$ cat config.mk
export PLATFORM = sky130hd
export DESIGN_NAME = arm_decode
export DESIGN_NICKNAME = d
export VERILOG_FILES = /design/src/rtl/arm_decode.sv
export SDC_FILE = /design/constraint.sdc
export NUM_CORES = 2
export LEC_CHECK = 0
export CORE_ASPECT_RATIO = 1.1
export CORE_UTILIZATION = 35
export CTS_BUF_LIST = sky130_fd_sc_hd__clkbuf_2 sky130_fd_sc_hd__clkbuf_4 sky130_fd_sc_hd__clkbuf_8
export DETAILED_ROUTE_END_ITERATION = 8
export PLACE_DENSITY = 0.57
export SYNTH_ARGS = -nofsm -noshare
export SYNTH_HDL_FRONTEND = slang
export SYNTH_SLANG_ARGS = --single-unit
$ cat constraint.sdc
create_clock -name clk -period 24.6 [get_ports clk]
set_clock_uncertainty 0.1 [all_clocks]
set_input_delay 2.46 -clock clk [delete_from_list [all_inputs] [get_ports clk]]
set_output_delay 2.46 -clock clk [all_outputs]
set_load 0.05 [all_outputs]
$ cat src/rtl/arm_decode.sv
// arm_decode: single-cycle ARM decode/execute slice holding r0-r14, PC and CPSR.
// Decode, register reads, operand-2 muxing, barrel shifter and ALU are combinational.
// PC, CPSR and register-file writes take effect on the rising clock edge.
module arm_decode (
    input  logic        clk,
    input  logic        reset,
    input  logic        cond_pass,
    input  logic [31:0] inst,
    output logic [3:0]  read_rn,
    output logic [3:0]  read_rm,
    output logic [3:0]  read_rs,
    output logic [3:0]  write_rd,
    output logic        rd_we,
    output logic        pc_we,
    output logic        cpsr_we,
    output logic [31:0] rd_in,
    output logic [31:0] pc_in,
    output logic [31:0] cpsr_in,
    output logic [31:0] rn_out,
    output logic [31:0] rm_out,
    output logic [31:0] rs_out,
    output logic [31:0] pc_out,
    output logic [31:0] cpsr_out,
    output logic [1:0]  shiftee_sel,
    output logic [7:0]  immed_8_shiftee_in,
    output logic [31:0] immed_32_shiftee_in,
    output logic [1:0]  shifter_sel,
    output logic [3:0]  rotate_imm_shifter_in,
    output logic [4:0]  shift_imm_shifter_in,
    output logic [3:0]  barrel_sel,
    output logic [3:0]  alu_sel,
    output logic [31:0] alu_out
);

    // Slot 15 is never written; r15 reads are served from the PC instead.
    logic [31:0] r_regs [16];
    logic [31:0] r_pc;
    logic [31:0] r_cpsr;

    logic        w_is_branch;
    logic        w_is_ls;
    logic        w_is_dp;
    logic        w_imm_op;
    logic        w_op_test;
    logic        w_dp_pc;
    logic        w_c_in;
    logic [31:0] w_pc_plus4;
    logic [31:0] w_pc_plus8;
    logic [31:0] w_shiftee;
    logic [7:0]  w_shamt;
    logic [4:0]  w_amt5;
    logic [4:0]  w_idx_m1;
    logic [4:0]  w_idx_neg;
    logic [31:0] w_ror;
    logic [31:0] w_bs_out;
    logic        w_bs_co;
    logic [31:0] w_x;
    logic [31:0] w_y;
    logic        w_cin;
    logic        w_arith;
    logic [32:0] w_sum;
    logic        w_n;
    logic        w_z;
    logic        w_c;
    logic        w_v;
    logic        w_unused;

    // Condition field is resolved upstream and arrives as cond_pass.
    assign w_unused = ^inst[31:28];

    assign w_is_branch = (inst[27:25] == 3'b101);
    assign w_is_ls     = (inst[27:26] == 2'b01);
    assign w_is_dp     = !w_is_branch && !w_is_ls;
    // Load/store uses I=0 for its immediate offset form, the opposite of DP.
    assign w_imm_op    = w_is_ls ? !inst[25] : inst[25];
    assign w_op_test   = w_is_dp && (inst[24:23] == 2'b10);

    assign immed_8_shiftee_in    = inst[7:0];
    assign immed_32_shiftee_in   = {{8{inst[23]}}, inst[23:0]};
    assign rotate_imm_shifter_in = inst[11:8];
    assign shift_imm_shifter_in  = inst[11:7];

    assign pc_out     = r_pc;
    assign cpsr_out   = r_cpsr;
    assign w_c_in     = r_cpsr[29];
    assign w_pc_plus4 = r_pc + 32'd4;
    assign w_pc_plus8 = r_pc + 32'd8;

    // Decode: register indices and operand-2 / ALU control selection
    always_comb begin
        read_rn     = inst[19:16];
        write_rd    = inst[15:12];
        read_rs     = inst[11:8];
        read_rm     = inst[3:0];
        shiftee_sel = 2'd0;
        shifter_sel = 2'd1;
        barrel_sel  = 4'd0;
        alu_sel     = inst[24:21];
        if (w_is_branch) begin
            read_rn     = 4'd15;
            write_rd    = 4'd14;
            shiftee_sel = 2'd2;
            shifter_sel = 2'd3;
            barrel_sel  = 4'd0;
            alu_sel     = 4'd4;
        end else begin
            if (w_imm_op) begin
                shiftee_sel = 2'd1;
                shifter_sel = 2'd0;
                barrel_sel  = 4'd8;
            end else if (inst[4]) begin
                shiftee_sel = 2'd0;
                shifter_sel = 2'd2;
                barrel_sel  = {2'b01, inst[6:5]};
            end else begin
                shiftee_sel = 2'd0;
                shifter_sel = 2'd1;
                barrel_sel  = {2'b00, inst[6:5]};
            end
            if (w_is_ls) begin
                alu_sel = inst[23] ? 4'd4 : 4'd2;
            end
        end
    end

    // Register reads; r15 reads as PC+8
    always_comb begin
        rn_out = (read_rn == 4'd15) ? w_pc_plus8 : r_regs[read_rn];
        rm_out = (read_rm == 4'd15) ? w_pc_plus8 : r_regs[read_rm];
        rs_out = (read_rs == 4'd15) ? w_pc_plus8 : r_regs[read_rs];
    end

    // Shiftee and shift-amount muxes
    always_comb begin
        unique case (shiftee_sel)
            2'd0:    w_shiftee = rm_out;
            2'd1:    w_shiftee = {24'd0, immed_8_shiftee_in};
            2'd2:    w_shiftee = immed_32_shiftee_in;
            default: w_shiftee = 32'd0;
        endcase
        unique case (shifter_sel)
            2'd0:    w_shamt = {3'd0, rotate_imm_shifter_in, 1'b0};
            2'd1:    w_shamt = {3'd0, shift_imm_shifter_in};
            2'd2:    w_shamt = rs_out[7:0];
            default: w_shamt = 8'd2;
        endcase
    end

    assign w_amt5    = w_shamt[4:0];
    assign w_idx_m1  = w_amt5 - 5'd1;
    assign w_idx_neg = 5'd0 - w_amt5;
    assign w_ror     = (w_shiftee >> w_amt5) | (w_shiftee << (6'd32 - {1'b0, w_amt5}));

    // Barrel shifter with ARM carry-out; amount 0 passes the operand and CPSR.C through
    always_comb begin
        w_bs_out = w_shiftee;
        w_bs_co  = w_c_in;
        case (barrel_sel)
            4'd0: if (w_amt5 != 5'd0) begin
                w_bs_out = w_shiftee << w_amt5;
                w_bs_co  = w_shiftee[w_idx_neg];
            end
            4'd1: if (w_amt5 == 5'd0) begin
                w_bs_out = 32'd0;
                w_bs_co  = w_shiftee[31];
            end else begin
                w_bs_out = w_shiftee >> w_amt5;
                w_bs_co  = w_shiftee[w_idx_m1];
            end
            4'd2: if (w_amt5 == 5'd0) begin
                w_bs_out = {32{w_shiftee[31]}};
                w_bs_co  = w_shiftee[31];
            end else begin
                w_bs_out = $signed(w_shiftee) >>> w_amt5;
                w_bs_co  = w_shiftee[w_idx_m1];
            end
            4'd3: if (w_amt5 == 5'd0) begin
                // RRX
                w_bs_out = {w_c_in, w_shiftee[31:1]};
                w_bs_co  = w_shiftee[0];
            end else begin
                w_bs_out = w_ror;
                w_bs_co  = w_shiftee[w_idx_m1];
            end
            4'd4: if (w_shamt != 8'd0) begin
                if (w_shamt < 8'd32) begin
                    w_bs_out = w_shiftee << w_amt5;
                    w_bs_co  = w_shiftee[w_idx_neg];
                end else begin
                    w_bs_out = 32'd0;
                    w_bs_co  = (w_shamt == 8'd32) ? w_shiftee[0] : 1'b0;
                end
            end
            4'd5: if (w_shamt != 8'd0) begin
                if (w_shamt < 8'd32) begin
                    w_bs_out = w_shiftee >> w_amt5;
                    w_bs_co  = w_shiftee[w_idx_m1];
                end else begin
                    w_bs_out = 32'd0;
                    w_bs_co  = (w_shamt == 8'd32) ? w_shiftee[31] : 1'b0;
                end
            end
            4'd6: if (w_shamt != 8'd0) begin
                if (w_shamt < 8'd32) begin
                    w_bs_out = $signed(w_shiftee) >>> w_amt5;
                    w_bs_co  = w_shiftee[w_idx_m1];
                end else begin
                    w_bs_out = {32{w_shiftee[31]}};
                    w_bs_co  = w_shiftee[31];
                end
            end
            4'd7: if (w_shamt != 8'd0) begin
                if (w_amt5 == 5'd0) begin
                    w_bs_co = w_shiftee[31];
                end else begin
                    w_bs_out = w_ror;
                    w_bs_co  = w_shiftee[w_idx_m1];
                end
            end
            4'd8: if (w_amt5 != 5'd0) begin
                w_bs_out = w_ror;
                w_bs_co  = w_shiftee[w_idx_m1];
            end
            default: ;
        endcase
    end

    // ALU: arithmetic ops share one adder as x + y + cin; SUB-type ops invert an operand
    always_comb begin
        w_x     = rn_out;
        w_y     = w_bs_out;
        w_cin   = 1'b0;
        w_arith = 1'b1;
        case (alu_sel)
            4'h2, 4'hA: begin w_y = ~w_bs_out; w_cin = 1'b1; end
            4'h3:       begin w_x = w_bs_out; w_y = ~rn_out; w_cin = 1'b1; end
            4'h4, 4'hB: w_cin = 1'b0;
            4'h5:       w_cin = w_c_in;
            4'h6:       begin w_y = ~w_bs_out; w_cin = w_c_in; end
            4'h7:       begin w_x = w_bs_out; w_y = ~rn_out; w_cin = w_c_in; end
            default:    w_arith = 1'b0;
        endcase
        w_sum = {1'b0, w_x} + {1'b0, w_y} + {32'd0, w_cin};
        case (alu_sel)
            4'h0, 4'h8: alu_out = rn_out & w_bs_out;
            4'h1, 4'h9: alu_out = rn_out ^ w_bs_out;
            4'hC:       alu_out = rn_out | w_bs_out;
            4'hD:       alu_out = w_bs_out;
            4'hE:       alu_out = rn_out & ~w_bs_out;
            4'hF:       alu_out = ~w_bs_out;
            default:    alu_out = w_sum[31:0];
        endcase
        w_n = alu_out[31];
        w_z = (alu_out == 32'd0);
        w_c = w_arith ? w_sum[32] : w_bs_co;
        w_v = w_arith ? ((w_x[31] == w_y[31]) && (w_sum[31] != w_x[31])) : r_cpsr[28];
    end

    // Write-back controls and next-state data
    always_comb begin
        w_dp_pc = w_is_dp && !w_op_test && (write_rd == 4'd15);
        rd_we   = cond_pass && ((w_is_dp && !w_op_test && !w_dp_pc) ||
                                (w_is_branch && inst[24]));
        rd_in   = w_is_branch ? w_pc_plus4 : alu_out;
        pc_we   = 1'b1;
        pc_in   = (cond_pass && (w_is_branch || w_dp_pc)) ? alu_out : w_pc_plus4;
        cpsr_we = cond_pass && w_is_dp && (inst[20] || w_op_test);
        cpsr_in = {w_n, w_z, w_c, w_v, r_cpsr[27:0]};
    end

    // Architectural state update
    always_ff @(posedge clk or posedge reset) begin
        if (reset) begin
            for (int i = 0; i < 16; i++) begin
                r_regs[i] <= 32'd0;
            end
            r_pc   <= 32'd0;
            r_cpsr <= 32'd0;
        end else begin
            if (rd_we) begin
                r_regs[write_rd] <= rd_in;
            end
            if (pc_we) begin
                r_pc <= pc_in;
            end
            if (cpsr_we) begin
                r_cpsr <= cpsr_in;
            end
        end
    end

endmodule

==> results.json <==
{
  "run_status": "complete, but fails checks",
  "violated_checks": "design-rule violations, max-capacitance violations, max-slew violations",
  "critPathLaunchType": "input port",
  "critPathMostFrequentCell": "sky130_fd_sc_hd__buf_4",
  "synth-seq-area-share": 0.2631,
  "worst_slew_pin_slew_ns": 1.495,
  "clk_latency_ns": 0.82,
  "cp.arrival_ns": 17.65,
  "routabilityCongestion": 1.130,
  "leakage_nw": 24.17,
  "synth_adder_area_share": 0.01713,
  "floorplan.core_area_um2": 147800,
  "drt_iter0_markers": 8723,
  "critPathKind": "in -> out",
  "dpl.hpwl_um": 252100,
  "cts.sink_count": 547,
  "critical_path_buf_inv_count": 11,
  "die_y_um": 406.3,
  "net_count_reported_at_finish": 6511,
  "synth-compound-area-share": 0.2767,
  "grt_pass1_wl_um": 468500,
  "hold_class": "reg -> reg",
  "postSynthCellCount": 6351,
  "setup-violations-final": 0,
  "row_count": 148,
  "flop_to_flop_setup_slack_ns": 10.08,
  "detail_route.wl_per_cell_um": 41.21,
  "totalWireLength_um": 347800,
  "synth.ff_latch_count": 547,
  "drt_pre_antenna_iters": 9,
  "global_route.overflow_total": 0,
  "postSynthAreaPerCell_um2": 8.191,
  "max_clock_freq_ghz": 0.04949,
  "worst_setup_path_end_kind": "output pin",
  "final_hold_viol_count": 0,
  "multiplexer_area_fraction_after_synthesis": 0.1825,
  "timing.critical_path.max_delay_family": "compound AO/OA/AOI/OAI gates",
  "power_mw": 8.037,
  "critical-path-max-stage-delay_ns": 1.23,
  "synth_top_family_by_area": "compound AO/OA/AOI/OAI gates",
  "globalRouteTotalUtil": 0.4513,
  "cts_hold_buffers": 0,
  "synth_top_area_cell": "sky130_fd_sc_hd__dfrtp_1",
  "vias": 58630,
  "synthSimpleGateAreaFrac": 0.1654,
  "power.density_nw_per_um2": 136.0,
  "rsz0062_at_grt": "false",
  "buffer_ports.inserted": 341,
  "vias_per_cell": 6.948,
  "crit_path_top_delay_cell": "sky130_fd_sc_hd__a2111oi_0",
  "synth.distinct_cells": 121,
  "die-width_um": 369.6,
  "worst-endpoint-required_ns": 22.04,
  "worst-path-max-fanout": 51,
  "async_set_or_reset_flop_fraction_in_the_synthesized_netlist": 1.000,
  "initial_antenna_violation_count": 28,
  "post_route_cells_drive_above_1_share": 0.1526,
  "post_synth_main_area_contributors": "sky130_fd_sc_hd__dfrtp_1 (26%), sky130_fd_sc_hd__mux4_2 (11%), sky130_fd_sc_hd__o21ai_0 (8.1%)",
  "synth-edff-count": 0,
  "yosys_warnings": 0,
  "cts_buffers": 92,
  "finalCritPeriodShare": 0.8214,
  "ys_dominant_reg_cell": "sky130_fd_sc_hd__dfrtp_1",
  "ir_worst_vdd_uv": 137.5,
  "postCtsSetupBuffers": 0,
  "final.fill_count": 15210,
  "cts.clk_slew.worst_paths_ns": 0.06,
  "ios": 403,
  "htree_num_levels": 3,
  "post_cts_resized": 0,
  "slew_violations": 1,
  "route.met2.wl_um": 143700,
  "met3WireLength_um": 42020,
  "initial_core_util": 0.3520,
  "ant_nets": 0,
  "pin_count_of_the_biggest_net_entering_global_routing": 147,
  "cts.root.buffer_cell": "sky130_fd_sc_hd__clkbuf_8",
  "drt_drc_violations_left": 56,
  "synth_top_area_frac": 0.2631,
  "maxSlewHeadroom": -0.0008001,
  "vias_in_the_first_global_route": 54390,
  "max_cap_violations": 2,
  "synth_area_um2": 52020,
  "design.die.area_um2": 150200,
  "post-route-min-period_ns": 20.21,
  "clock_path_buffers": 3,
  "synth_xor_xnor_area_share": 0.01395,
  "route.layer.met1.wl_um": 125400,
  "area.growth.synth_to_final_pct": 13.62,
  "routed.top_layer": "met5",
  "fin_tns_setup_ns": 0,
  "clock_tree_from_tritoncts": "done"
}
-- cells by family (layout without fill, tap and decap cells) --
kind of cell	Yosys count	in the layout
muxes	626	626
DFF	547	547
and+or+nand+nor	1924	1924
adders and majority gates	70	70
other	2	70
buffers and inverters	869	939
AOI/OAI and AO/OA	2231	2231
xor gates and xnor gates	82	82
-- metal layers --
layer | up-vias | GRT usage
li1 | 23750 | -
met1 | 29010 | 0.5372
met2 | 4595 | 0.6512
met3 | 1258 | 0.1466
met4 | 18 | 0.3950
met5 | - | 0
-- cell type report --
class                   instances  area, µm²  share of cell area
repair buffers                637       5674             0.09601
clock buffers                 142       1798             0.03042
inverters                     138      531.8            0.008997
multi-input cells            4990      34740              0.5878
diodes                         13      32.53           0.0005504
clock inverters                22      197.7            0.003345
flip-flops and latches        547      13690              0.2316
well taps                    1950       2440             0.04128
-- power by group --
| part | leakage [nW] | internal (mW) | total (mW) | switching [mW] |
|---|---|---|---|---|
| clock | 1.07 | 0.488 | 0.908 | 0.420 |
| sequential | 7.14 | 1.27 | 1.75 | 0.483 |
| combinational | 16.0 | 1.64 | 5.38 | 3.73 |
-- synthesized netlist by cell type, drive strengths merged, types with 39 or more instances --
master  number
inv        133
dfrtp      547
mux2        79
a21oi      321
clkbuf     403
a31oi       86
nand3      133
nand2      986
mux4       249
nor3       117
nand4       39
o21ai      896
mux2i      298
a22oi       76
o22ai      108
and2        44
buf        328
o31ai       47
o221ai      86
nor2       357
o211ai      72
ha          68
xnor2       56
and3        46
a211oi     118
-- stage by stage --
step                      setup slack, ns  hold slack (ns)  instance area, µm²  utilization  instances
after floorplan                     6.748           0.3240               52230            -       6406
after global placement              5.312           0.2612               57070       0.3862       8262
after detailed placement            5.364           0.2640               57070       0.3862       8262
after CTS                           5.246           0.2777               59060       0.3997       8426
after global routing                4.347           0.2938               59070       0.3998       8427
final                               4.393           0.2768               59100       0.4000       8439
-- placed cells by master, fill, tap and decap left out, drive strengths merged, types with 30 or more instances in the layout --
cell type,n
nand4,39
clkdlybuf4s50,330
o211ai,72
o31ai,47
mux2i,298
nand2b,31
conb,57
o21ai,896
a21oi,321
a221oi,38
o21a,30
inv,135
nor2b,37
nor4,34
buf,306
o22ai,108
nor3,117
nand3,133
dfrtp,547
xnor2,56
a22oi,76
a31oi,86
and2,44
nor2,357
mux4,249
and3,46
ha,68
mux2,79
o221ai,86
clkbuf,143
a211oi,118
nand2,986
-- worst paths after layout --
kind                       depth (start not counted)                    from                       to
min in group asynchronous                          2                   reset  r_regs[508]$_DFFE_PP0P_
setup reg to reg                                  29     pc_out[7]$_DFF_PP0_  r_regs[286]$_DFFE_PP0P_
hold / removal                                     0  r_regs[13]$_DFFE_PP0P_   r_regs[13]$_DFFE_PP0P_
hold reg to reg                                    0  r_regs[13]$_DFFE_PP0P_   r_regs[13]$_DFFE_PP0P_
max in group asynchronous                          5                   reset  r_regs[209]$_DFFE_PP0P_
setup / recovery                                  41                 inst[9]                rd_in[30]
-- state kept, by name, summed over array words and instances, names as in the netlist --
register / count
cpsr_out: 4
pc_out: 32
r_regs: 511
Power figures use the tool's default switching activity.
